$ cat src/rtl/piccolo_uart_pkg.sv
// Shared definitions for the Piccolo host-link UART: FSM encodings, clog2 and bit-period helper.
// The bit-period helper is also used by the RXD receiver so both ends round the divider the same way.
package piccolo_uart_pkg;

    typedef enum logic [1:0] {
        ST_IDLE  = 2'd0,
        ST_START = 2'd1,
        ST_DATA  = 2'd2,
        ST_STOP  = 2'd3
    } tx_state_t;

    function automatic int clog2(input int value);
        int result;
        int v;
        result = 0;
        v = value - 1;
        while (v > 0) begin
            result++;
            v = v >> 1;
        end
        return result;
    endfunction

    // Clock cycles per bit, rounded to nearest.
    function automatic int baud_div(input int clock_freq, input int baudrate);
        return (clock_freq + baudrate / 2) / baudrate;
    endfunction

endpackage

$ cat src/rtl/piccolo_uart_if.sv
// Byte sink handshake into the TXD transmitter (Avalon-ST style valid/ready).
interface piccolo_uart_if;
    logic [7:0] in_data;
    logic       in_valid;
    logic       in_ready;

    modport master (output in_data, output in_valid, input in_ready);
    modport slave  (input in_data, input in_valid, output in_ready);
endinterface

$ cat src/rtl/piccolo_uart_fifo.sv
// Single-clock first-word-fall-through FIFO; q shows the head whenever empty is low.
// Latency: a write is visible on q/usedw the cycle after it is accepted.
// Backpressure: writes while full and reads while empty are ignored.
module piccolo_uart_fifo #(
    parameter int WIDTH      = 8,
    parameter int DEPTH_LOG2 = 4
) (
    input  logic                  clk,
    input  logic                  reset_n,
    input  logic                  wrreq,
    input  logic [WIDTH-1:0]      data,
    input  logic                  rdreq,
    output logic [WIDTH-1:0]      q,
    output logic                  empty,
    output logic                  full,
    output logic [DEPTH_LOG2:0]   usedw
);
    localparam int DEPTH = 1 << DEPTH_LOG2;

    logic [WIDTH-1:0]    mem [DEPTH];
    logic [DEPTH_LOG2:0] wptr;
    logic [DEPTH_LOG2:0] rptr;
    logic                do_wr;
    logic                do_rd;

    // Pointers carry one extra bit so full and empty are distinguishable.
    assign usedw = wptr - rptr;
    assign empty = (wptr == rptr);
    assign full  = usedw[DEPTH_LOG2];
    assign q     = mem[rptr[DEPTH_LOG2-1:0]];
    assign do_wr = wrreq & ~full;
    assign do_rd = rdreq & ~empty;

    always_ff @(posedge clk or negedge reset_n) begin
        if (!reset_n) begin
            wptr <= '0;
            rptr <= '0;
        end else begin
            if (do_wr) wptr <= wptr + (DEPTH_LOG2 + 1)'(1);
            if (do_rd) rptr <= rptr + (DEPTH_LOG2 + 1)'(1);
        end
    end

    always_ff @(posedge clk) begin
        if (do_wr) mem[wptr[DEPTH_LOG2-1:0]] <= data;
    end

endmodule

$ cat src/rtl/piccolo_uart_tx.sv
// Host-link 8N1 serial transmitter: buffers bytes in a FIFO and shifts them out LSB-first on txd.
// Latency: a byte accepted into an empty FIFO while idle drops txd 2 clk later.
// Backpressure: in_ready = FIFO not full (and low in reset); frames run back-to-back while data is queued.
module piccolo_uart_tx
    import piccolo_uart_pkg::*;
#(
    parameter int CLOCK_FREQ      = 50000000,
    parameter int BAUDRATE        = 115200,
    parameter int FIFO_DEPTH_LOG2 = 4,
    parameter int STOP_BITS       = 1
) (
    input  logic                     clk,
    input  logic                     reset_n,
    piccolo_uart_if.slave            sink,
    output logic                     txd,
    output logic                     busy,
    output logic [FIFO_DEPTH_LOG2:0] fifo_level
);
    localparam int DIV   = baud_div(CLOCK_FREQ, BAUDRATE);
    localparam int CNT_W = clog2(DIV);
    localparam logic [CNT_W-1:0] BAUD_LAST = CNT_W'(DIV - 1);
    localparam logic [2:0]       STOP_LAST = 3'(STOP_BITS - 1);

    if (DIV < 2) begin : g_div_check
        $error("piccolo_uart_tx: bit period below 2 clk cycles");
    end
    if (STOP_BITS < 1 || STOP_BITS > 2) begin : g_stop_check
        $error("piccolo_uart_tx: STOP_BITS must be 1 or 2");
    end

    tx_state_t        state;
    logic [CNT_W-1:0] baud_cnt;
    logic [2:0]       bit_cnt;
    logic [7:0]       shift_reg;
    logic             accept_en;
    logic [7:0]       fifo_q;
    logic             fifo_empty;
    logic             fifo_full;
    logic             bit_done;
    logic             stop_done;
    logic             pop;

    assign sink.in_ready = accept_en & ~fifo_full;
    assign bit_done      = (baud_cnt == BAUD_LAST);
    assign stop_done     = (state == ST_STOP) & bit_done & (bit_cnt == STOP_LAST);
    assign pop           = ~fifo_empty & ((state == ST_IDLE) | stop_done);
    assign busy          = (state != ST_IDLE) | (fifo_level != '0);

    piccolo_uart_fifo #(
        .WIDTH      (8),
        .DEPTH_LOG2 (FIFO_DEPTH_LOG2)
    ) u_fifo (
        .clk     (clk),
        .reset_n (reset_n),
        .wrreq   (sink.in_valid & sink.in_ready),
        .data    (sink.in_data),
        .rdreq   (pop),
        .q       (fifo_q),
        .empty   (fifo_empty),
        .full    (fifo_full),
        .usedw   (fifo_level)
    );

    // txd is registered from the current state, so the line trails the FSM by one clk throughout.
    always_ff @(posedge clk or negedge reset_n) begin
        if (!reset_n) begin
            state     <= ST_IDLE;
            baud_cnt  <= '0;
            bit_cnt   <= '0;
            shift_reg <= '0;
            txd       <= 1'b1;
            accept_en <= 1'b0;
        end else begin
            accept_en <= 1'b1;
            case (state)
                ST_IDLE: begin
                    txd      <= 1'b1;
                    baud_cnt <= '0;
                    bit_cnt  <= '0;
                    if (pop) begin
                        shift_reg <= fifo_q;
                        state     <= ST_START;
                    end
                end
                ST_START: begin
                    txd <= 1'b0;
                    if (bit_done) begin
                        baud_cnt <= '0;
                        state    <= ST_DATA;
                    end else begin
                        baud_cnt <= baud_cnt + CNT_W'(1);
                    end
                end
                ST_DATA: begin
                    txd <= shift_reg[0];
                    if (bit_done) begin
                        baud_cnt  <= '0;
                        shift_reg <= {1'b0, shift_reg[7:1]};
                        bit_cnt   <= bit_cnt + 3'd1;
                        if (bit_cnt == 3'd7) state <= ST_STOP;
                    end else begin
                        baud_cnt <= baud_cnt + CNT_W'(1);
                    end
                end
                ST_STOP: begin
                    txd <= 1'b1;
                    if (bit_done) begin
                        baud_cnt <= '0;
                        if (bit_cnt == STOP_LAST) begin
                            bit_cnt <= '0;
                            if (pop) begin
                                shift_reg <= fifo_q;
                                state     <= ST_START;
                            end else begin
                                state <= ST_IDLE;
                            end
                        end else begin
                            bit_cnt <= bit_cnt + 3'd1;
                        end
                    end else begin
                        baud_cnt <= baud_cnt + CNT_W'(1);
                    end
                end
                default: state <= ST_IDLE;
            endcase
        end
    end

endmodule

$ cat src/flat_wrapper.sv
// flat-port wrapper written by rule: the top's interface ports become plain ports
module piccolo_uart_tx_flat import piccolo_uart_pkg::*;
#(
    parameter int CLOCK_FREQ      = 50000000,
    parameter int BAUDRATE        = 115200,
    parameter int FIFO_DEPTH_LOG2 = 4,
    parameter int STOP_BITS       = 1
)
  (clk, reset_n, txd, busy, fifo_level, sink_in_data, sink_in_valid, sink_in_ready);
  piccolo_uart_if sink_i ();
  input  logic clk;
  input  logic reset_n;
  output logic txd;
  output logic busy;
  output logic [FIFO_DEPTH_LOG2:0] fifo_level;
  input wire logic [$bits(sink_i.in_data)-1:0] sink_in_data;
  input wire logic [$bits(sink_i.in_valid)-1:0] sink_in_valid;
  output wire logic [$bits(sink_i.in_ready)-1:0] sink_in_ready;
  assign sink_i.in_data = sink_in_data;
  assign sink_i.in_valid = sink_in_valid;
  assign sink_in_ready = sink_i.in_ready;
  piccolo_uart_tx #(.CLOCK_FREQ(CLOCK_FREQ), .BAUDRATE(BAUDRATE), .FIFO_DEPTH_LOG2(FIFO_DEPTH_LOG2), .STOP_BITS(STOP_BITS)) u_core (.clk(clk), .reset_n(reset_n), .sink(sink_i), .txd(txd), .busy(busy), .fifo_level(fifo_level));
endmodule
$ cat config.mk
export PLATFORM = sky130hd
export DESIGN_NAME = piccolo_uart_tx_flat
export DESIGN_NICKNAME = d
export VERILOG_FILES = /design/src/rtl/piccolo_uart_pkg.sv /design/src/rtl/piccolo_uart_if.sv /design/src/rtl/piccolo_uart_fifo.sv /design/src/rtl/piccolo_uart_tx.sv /design/src/flat_wrapper.sv
export SDC_FILE = /design/constraint.sdc
export NUM_CORES = 1
export LEC_CHECK = 0
export CAP_MARGIN = 10
export CORE_UTILIZATION = 50
export CTS_CLUSTER_SIZE = 40
export DETAILED_ROUTE_END_ITERATION = 16
export DONT_BUFFER_PORTS = 1
export PLACE_DENSITY = 0.71
export SETUP_SLACK_MARGIN = 0.1
export SLEW_MARGIN = 20
export SYNTH_ARGS = -nofsm -noshare
export SYNTH_HDL_FRONTEND = slang
export SYNTH_SLANG_ARGS = --single-unit
$ cat constraint.sdc
create_clock -name clk -period 4.65 [get_ports clk]
set_input_delay 0.93 -clock clk [delete_from_list [all_inputs] [get_ports clk]]
set_output_delay 0.93 -clock clk [all_outputs]
set_load 0.05 [all_outputs]
* Yosys cells after proc, flatten, opt, wreduce, memory -nomap -nowiden
Memories as Yosys holds them, arrays and structs flattened.
Index checks and enable logic that the tools add are counted.
** Storage, ports and cells
- Flip-flop bits (word level) :: 34
- Bits in writable memories :: 128
- Memories :: 1
- Input port bits :: 11
** Memory list
- u_core.u_fifo.mem :: words 16, width 8, rd ports 1, clocked after Yosys merged registers in 0, wr ports 1, line piccolo_uart_fifo.sv:20 : logic [WIDTH-1:0] mem [DEPTH];
** Cells by class
- Bitwise gates (word level) :: 11
- Reduce and logical (&&, ||, !) cells :: 10
- Muxes and demuxes :: 22
- Add/sub/neg operators :: 5
- Equality and inequality tests :: 12
** Operator list (number)
- $mux 8 :: 4
- $pmux 8 s3 :: 1
- $pmux 9 s2 :: 1
- $mux 2 :: 6
- $add 5x1->5 const B :: 2
- $add 9x1->9 const B :: 1
- $eq 9x9->1 const B :: 1
- $mux 3 :: 3
- $mux 9 :: 1
- $pmux 3 s3 :: 1
- $ne 2x1->1 const B :: 4
- $pmux 2 s4 :: 1
- $and 1x1->1 :: 7
- $reduce_and 6->1 :: 1
- $eq 5x5->1 :: 1
- $reduce_bool 5->1 :: 1
- $sub 5x5->5 :: 1
- $eq 2x2->1 const B :: 2
- $ne 2x2->1 const B :: 2
- $reduce_and 4->1 :: 1
- $add 3x1->3 const B :: 1
- $eq 3x3->1 const B :: 1
- $logic_not 3->1 :: 1
- $mux 1 :: 3
- 10 further kinds :: 12

* Logic depth before layout (Yosys ltp)
- Depth in word-level cells :: 9
- Mapped depth :: 9

* Modules after synthesis
A second synthesis with hierarchy kept.
** Second synthesis, totals
- Cells, all modules :: 407
- Area total of the unflattened synthesis :: 7010.5 sq um
** By module, submodules not included
- piccolo_uart_fifo :: sequential area each 4093.9 sq um, area each 5622.9 sq um, cells each 285, instances 1
- piccolo_uart_tx :: sequential area each 601.8 sq um, area each 1387.6 sq um, cells each 122, instances 1

* Worst setup path before layout
No wires, ideal clock.
- Path type :: reg-to-output
- From :: register u_core.u_fifo.rptr[1]
- To :: output busy
- Cell stages (with the launch flop) :: 9
- Slack :: 1.031 ns
- Data required time :: 3.720 ns
- Path buffers :: 2
- Arrival time :: 2.689 ns
- Path through :: dfrtp_1 > buf_2 > buf_2 > inv_1 > ha_1 > a21o_1 > a21oi_1 > xnor2_1 > or4b_1
** On the way
- Longest elaborated chain between the ends :: 3
** Ends and longest elaborated chain
- from (decl) :: line piccolo_uart_fifo.sv:22 : logic [DEPTH_LOG2:0] rptr;
- from (signal assigned) :: line piccolo_uart_fifo.sv:40 : if (do_rd) rptr <= rptr + (DEPTH_LOG2 + 1)'(1);
- $sub 5x5->5 :: line piccolo_uart_fifo.sv:27 : assign usedw = wptr - rptr;
- named net fifo_level[3] :: line flat_wrapper.sv:15 : output logic [FIFO_DEPTH_LOG2:0] fifo_level;
- $reduce_bool 5->1 :: line piccolo_uart_tx.sv:47 : assign busy = (state != ST_IDLE) | (fifo_level != '0);
- $or 1x1->1 :: line piccolo_uart_tx.sv:47
- to (decl) :: line flat_wrapper.sv:14 : output logic busy;
The timed path passes the listed nets, and every way through them passes these cells.

* Worst setup path after layout
- From :: register u_core.u_fifo.rptr[2]
- To :: output busy
** On the way
- Longest elaborated chain between the ends :: 3
** Ends and longest elaborated chain (line)
- $sub 5x5->5 :: piccolo_uart_fifo.sv:27
- $reduce_bool 5->1 :: piccolo_uart_tx.sv:47
- $or 1x1->1 :: piccolo_uart_tx.sv:47
Every way passes these cells.

==> report_table.html <==
<table>
<tr><th>Metric</th><th>Value</th></tr>
<tr><th colspan="2">Floorplanning</th></tr>
<tr><td># rows</td><td>42</td></tr>
<tr><td>Effective utilization at floorplan</td><td>0.5223</td></tr>
<tr><td>Overall die area</td><td>0.01453 mm2</td></tr>
<tr><td>Vertical die dimension</td><td>120.5 um</td></tr>
<tr><td>Area of the placeable core</td><td>0.01345 mm2</td></tr>
<tr><td>Number of top-level design ports</td><td>19</td></tr>
<tr><td>Die extent in x</td><td>120.5 um</td></tr>
<tr><th colspan="2">Clock tree</th></tr>
<tr><td>Maximum level of the CTS H-tree</td><td>4</td></tr>
<tr><td>TritonCTS clock tree</td><td>done</td></tr>
<tr><td>Clock tree root buffer cell</td><td>sky130_fd_sc_hd__clkbuf_16</td></tr>
<tr><td>Number of CTS-inserted buffers</td><td>17</td></tr>
<tr><td>Clock transition at path regs</td><td>0.06 ns</td></tr>
<tr><td>Largest buffer count on any clock path</td><td>2</td></tr>
<tr><td>Number of gates given a new drive strength after cts</td><td>0</td></tr>
<tr><td>Insertion delay of the later-clocked pin in the worst-skew pair</td><td>0.43 ns</td></tr>
<tr><td>Post-CTS Setup Bufs</td><td>0</td></tr>
<tr><td>Hold_buf cts</td><td>0</td></tr>
<tr><td>Sinks on the clock net</td><td>162</td></tr>
<tr><th colspan="2">Logic synthesis</th></tr>
<tr><td>Commonest register cell after synthesis</td><td>sky130_fd_sc_hd__edfxtp_1</td></tr>
<tr><td>Synthesized area per cell</td><td>16.46 um2</td></tr>
<tr><td>Cell count after synthesis</td><td>427</td></tr>
<tr><td>Register bit count reported by yosys</td><td>162</td></tr>
<tr><td>Summed instance area of the synthesized netlist</td><td>0.007027 mm2</td></tr>
<tr><td>Count of synthesis-stage warnings from yosys</td><td>0</td></tr>
<tr><td>Net count after synthesis</td><td>459</td></tr>
<tr><td>Register area share after synthesis</td><td>0.6683</td></tr>
<tr><td>Fraction of registers with async set/reset</td><td>0.2099</td></tr>
<tr><td>Unique cell type count in the Yosys netlist</td><td>53</td></tr>
<tr><td>EDFF count, synth</td><td>128</td></tr>
<tr><th colspan="2">Routing</th></tr>
<tr><td>Pre-antenna DRT Iters</td><td>5</td></tr>
<tr><td>Detailed-route DRC error count</td><td>0</td></tr>
<tr><td>ANT nets after route</td><td>0</td></tr>
<tr><td>Vias per inst</td><td>5.778</td></tr>
<tr><td>Routed length per instance</td><td>21.51 um</td></tr>
<tr><td>Final wirelength</td><td>13380 um</td></tr>
<tr><td>Via total after detailed routing</td><td>3594</td></tr>
<tr><td>Drt initial violations</td><td>266</td></tr>
<tr><th colspan="2">Global route</th></tr>
<tr><td>Met2 track demand over resource</td><td>0.3351</td></tr>
<tr><td>Most congested layer reported by global routing</td><td>met2</td></tr>
<tr><td>Global-route track usage on met1</td><td>0.2713</td></tr>
<tr><td>Wire length of the first global-routing pass</td><td>21430 um</td></tr>
<tr><td>Vias in the first global route</td><td>3769</td></tr>
<tr><td>Overall fraction of global-route tracks in use</td><td>0.2076</td></tr>
<tr><td>Largest net degree at the start of global routing</td><td>43</td></tr>
<tr><td>Number of antenna violations at the first check in global routing</td><td>0</td></tr>
<tr><td>Grt met3 use</td><td>0.04906</td></tr>
<tr><td>Total congestion overflow</td><td>0</td></tr>
<tr><th colspan="2">Finish</th></tr>
<tr><td>Share of final-layout standard cells stronger than drive strength 1</td><td>0.1996</td></tr>
<tr><td>Leading cell types in the layout, fill and taps excluded</td><td>sky130_fd_sc_hd__edfxtp_1, sky130_fd_sc_hd__dfrtp_1, sky130_fd_sc_hd__mux4_2, sky130_fd_sc_hd__nand2_1, sky130_fd_sc_hd__inv_1</td></tr>
<tr><td>Total Nets Final</td><td>466</td></tr>
<tr><td>Number of diodes</td><td>0</td></tr>
<tr><td>Commonest non-fill, non-tap cell in the layout</td><td>sky130_fd_sc_hd__edfxtp_1</td></tr>
<tr><td>Largest register FFs</td><td>128</td></tr>
<tr><td>Synth-to-Final Area Change</td><td>10.81%</td></tr>
<tr><th colspan="2">Pwr</th></tr>
<tr><td>Peak supply drop</td><td>328.1 uV</td></tr>
<tr><td>Total power density per cell area</td><td>453.1 mW/mm2</td></tr>
<tr><td>Total power draw</td><td>0.003528 W</td></tr>
<tr><td>Leakage power total</td><td>2.849 nW</td></tr>
<tr><th colspan="2">Timing</th></tr>
<tr><td>Hold Slack</td><td>0.1918 ns</td></tr>
<tr><td>Max Transition Viols Final</td><td>0</td></tr>
<tr><td>Final-report setup violation count</td><td>0</td></tr>
<tr><td>Final setup slack of the worst path</td><td>0.8008 ns</td></tr>
<tr><td>Timing-limited maximum frequency</td><td>0.2598 GHz</td></tr>
<tr><td>Final Hold Vio Count</td><td>0</td></tr>
<tr><td>Actual slew at the worst max-slew pin</td><td>0.9212 ns</td></tr>
<tr><td>Setup tns final</td><td>0 ns</td></tr>
<tr><td>Time the worst path needs with I/O delays and setup</td><td>3.849 ns</td></tr>
<tr><td>Final clock period utilization by the worst path</td><td>0.8278</td></tr>
<tr><td>Worst-case headroom to the max-slew limit</td><td>0.3846</td></tr>
<tr><td>Unrepaired setup endpoints after global routing</td><td>no</td></tr>
<tr><td>Setup clock skew after layout</td><td>0.01643 ns</td></tr>
<tr><th colspan="2">Outcome</th></tr>
<tr><td>Result of the run</td><td>finished, final reports clean</td></tr>
<tr><th colspan="2">Run</th></tr>
<tr><td>Max Cap Viol</td><td>0</td></tr>
<tr><th colspan="2">Worst setup path</th></tr>
<tr><td>Worst-case reg-to-reg path depth</td><td>7</td></tr>
<tr><td>Data arrival at the endpoint of the critical path</td><td>2.92 ns</td></tr>
<tr><td>Capturing element type of the critical path</td><td>output pin</td></tr>
<tr><td>Largest driver fanout on the critical path</td><td>9</td></tr>
<tr><td>Critical path startpoint category</td><td>flip-flop</td></tr>
<tr><td>Critical path class</td><td>flip-flop to output pin</td></tr>
<tr><td>Required arrival time at the worst endpoint</td><td>3.72 ns</td></tr>
<tr><th colspan="2">Placed design</th></tr>
<tr><td>Final weighted congestion of routability-driven global placement</td><td>0.8035</td></tr>
<tr><td>Setup Slack @ Placement</td><td>1.090 ns</td></tr>
<tr><td>Detailed-placement wirelength estimate</td><td>8707 um</td></tr>
<tr><td>Count of port buffers added during placement</td><td>0</td></tr>
<tr><th colspan="2">Hold path</th></tr>
<tr><td>Tightest Hold Check Type</td><td>primary input to asynchronous set/reset pin</td></tr>
</table>
cell usage after synthesis, drive strengths merged, types with 9 or more instances:
library cell	instances	area share
buf	12	0.010
dfrtp	33	0.12
edfxtp	128	0.55
ha	20	0.036
inv	22	0.012
mux2	16	0.026
mux2i	14	0.020
mux4	25	0.080
nand2	25	0.014
nor2	12	0.0064
o211ai	9	0.012
o21ai	13	0.0093
xnor2	10	0.012
xor2	9	0.011
cell type report:
type / instances / area, um2
clock buffer: 17 / 425.4
clock inverter: 14 / 148.9
fill: 1035 / 5667
inverter: 22 / 82.58
multi-input combinational: 225 / 2167
sequential: 162 / 4697
tap: 176 / 220.2
timing repair buffer: 6 / 45.04
critical path, stage by stage (launching register included):
cell,delay [ns]
sky130_fd_sc_hd__dfrtp_1,0.52
sky130_fd_sc_hd__inv_2,0.20
sky130_fd_sc_hd__ha_1,0.38
sky130_fd_sc_hd__nor2b_1,0.15
sky130_fd_sc_hd__o21a_1,0.20
sky130_fd_sc_hd__nor2_1,0.12
sky130_fd_sc_hd__xor2_1,0.21
sky130_fd_sc_hd__or4b_1,0.72
power breakdown:
part / internal (W) / leakage, nW / switching (W)
clock network: 0.000751 / 0.280 / 0.000586
registers: 0.00163 / 1.57 / 0.0000640
logic: 0.000153 / 0.996 / 0.000342
kinds of logic (layout without fill, tap and decap cells):
group	count (synthesis)	after routing	share of synthesized area
mux	55	55	0.1257
other cells	1	1	0.0005337
flops	162	162	0.6683
fa+ha+maj	21	21	0.03846
compound gates	46	46	0.04630
xor+xnor	19	19	0.02368
buf+inv	40	59	0.02528
simple gates	83	83	0.07176
layer usage:
layer | vias to the layer above | routed length (um)
li1 | 1661 | -
met1 | 1839 | 5707
met2 | 88 | 6869
met3 | 6 | 706
met4 | 0 | 96
met5 | - | 0
per-stage QoR:
stage	area (um2)	util	instances
6_report	7786	0.5788	622
4_1_cts	7779	0.5782	622
3_5_place_dp	7204	0.5355	591
5_1_grt	7786	0.5788	622
3_3_place_gp	7204	0.5355	591
2_1_floorplan	7027	-	427
path summary, 6_finish.rpt:
kind / end / slack, ns / startpoint
max: busy / 0.80 / u_core.u_fifo.rptr[2]
min: u_core.u_fifo.wptr[4] / 0.19 / reset_n
max reg2reg: u_core.u_fifo.mem[9][0] / 1.50 / u_core.u_fifo.rptr[2]
min reg2reg: u_core.u_fifo.rptr[4] / 0.50 / u_core.u_fifo.rptr[4]
max in group asynchronous: u_core.txd / 4.27 / reset_n
min in group clk: u_core.u_fifo.rptr[4] / 0.50 / u_core.u_fifo.rptr[4]
Note: power is estimated with default switching activity, not from simulation.
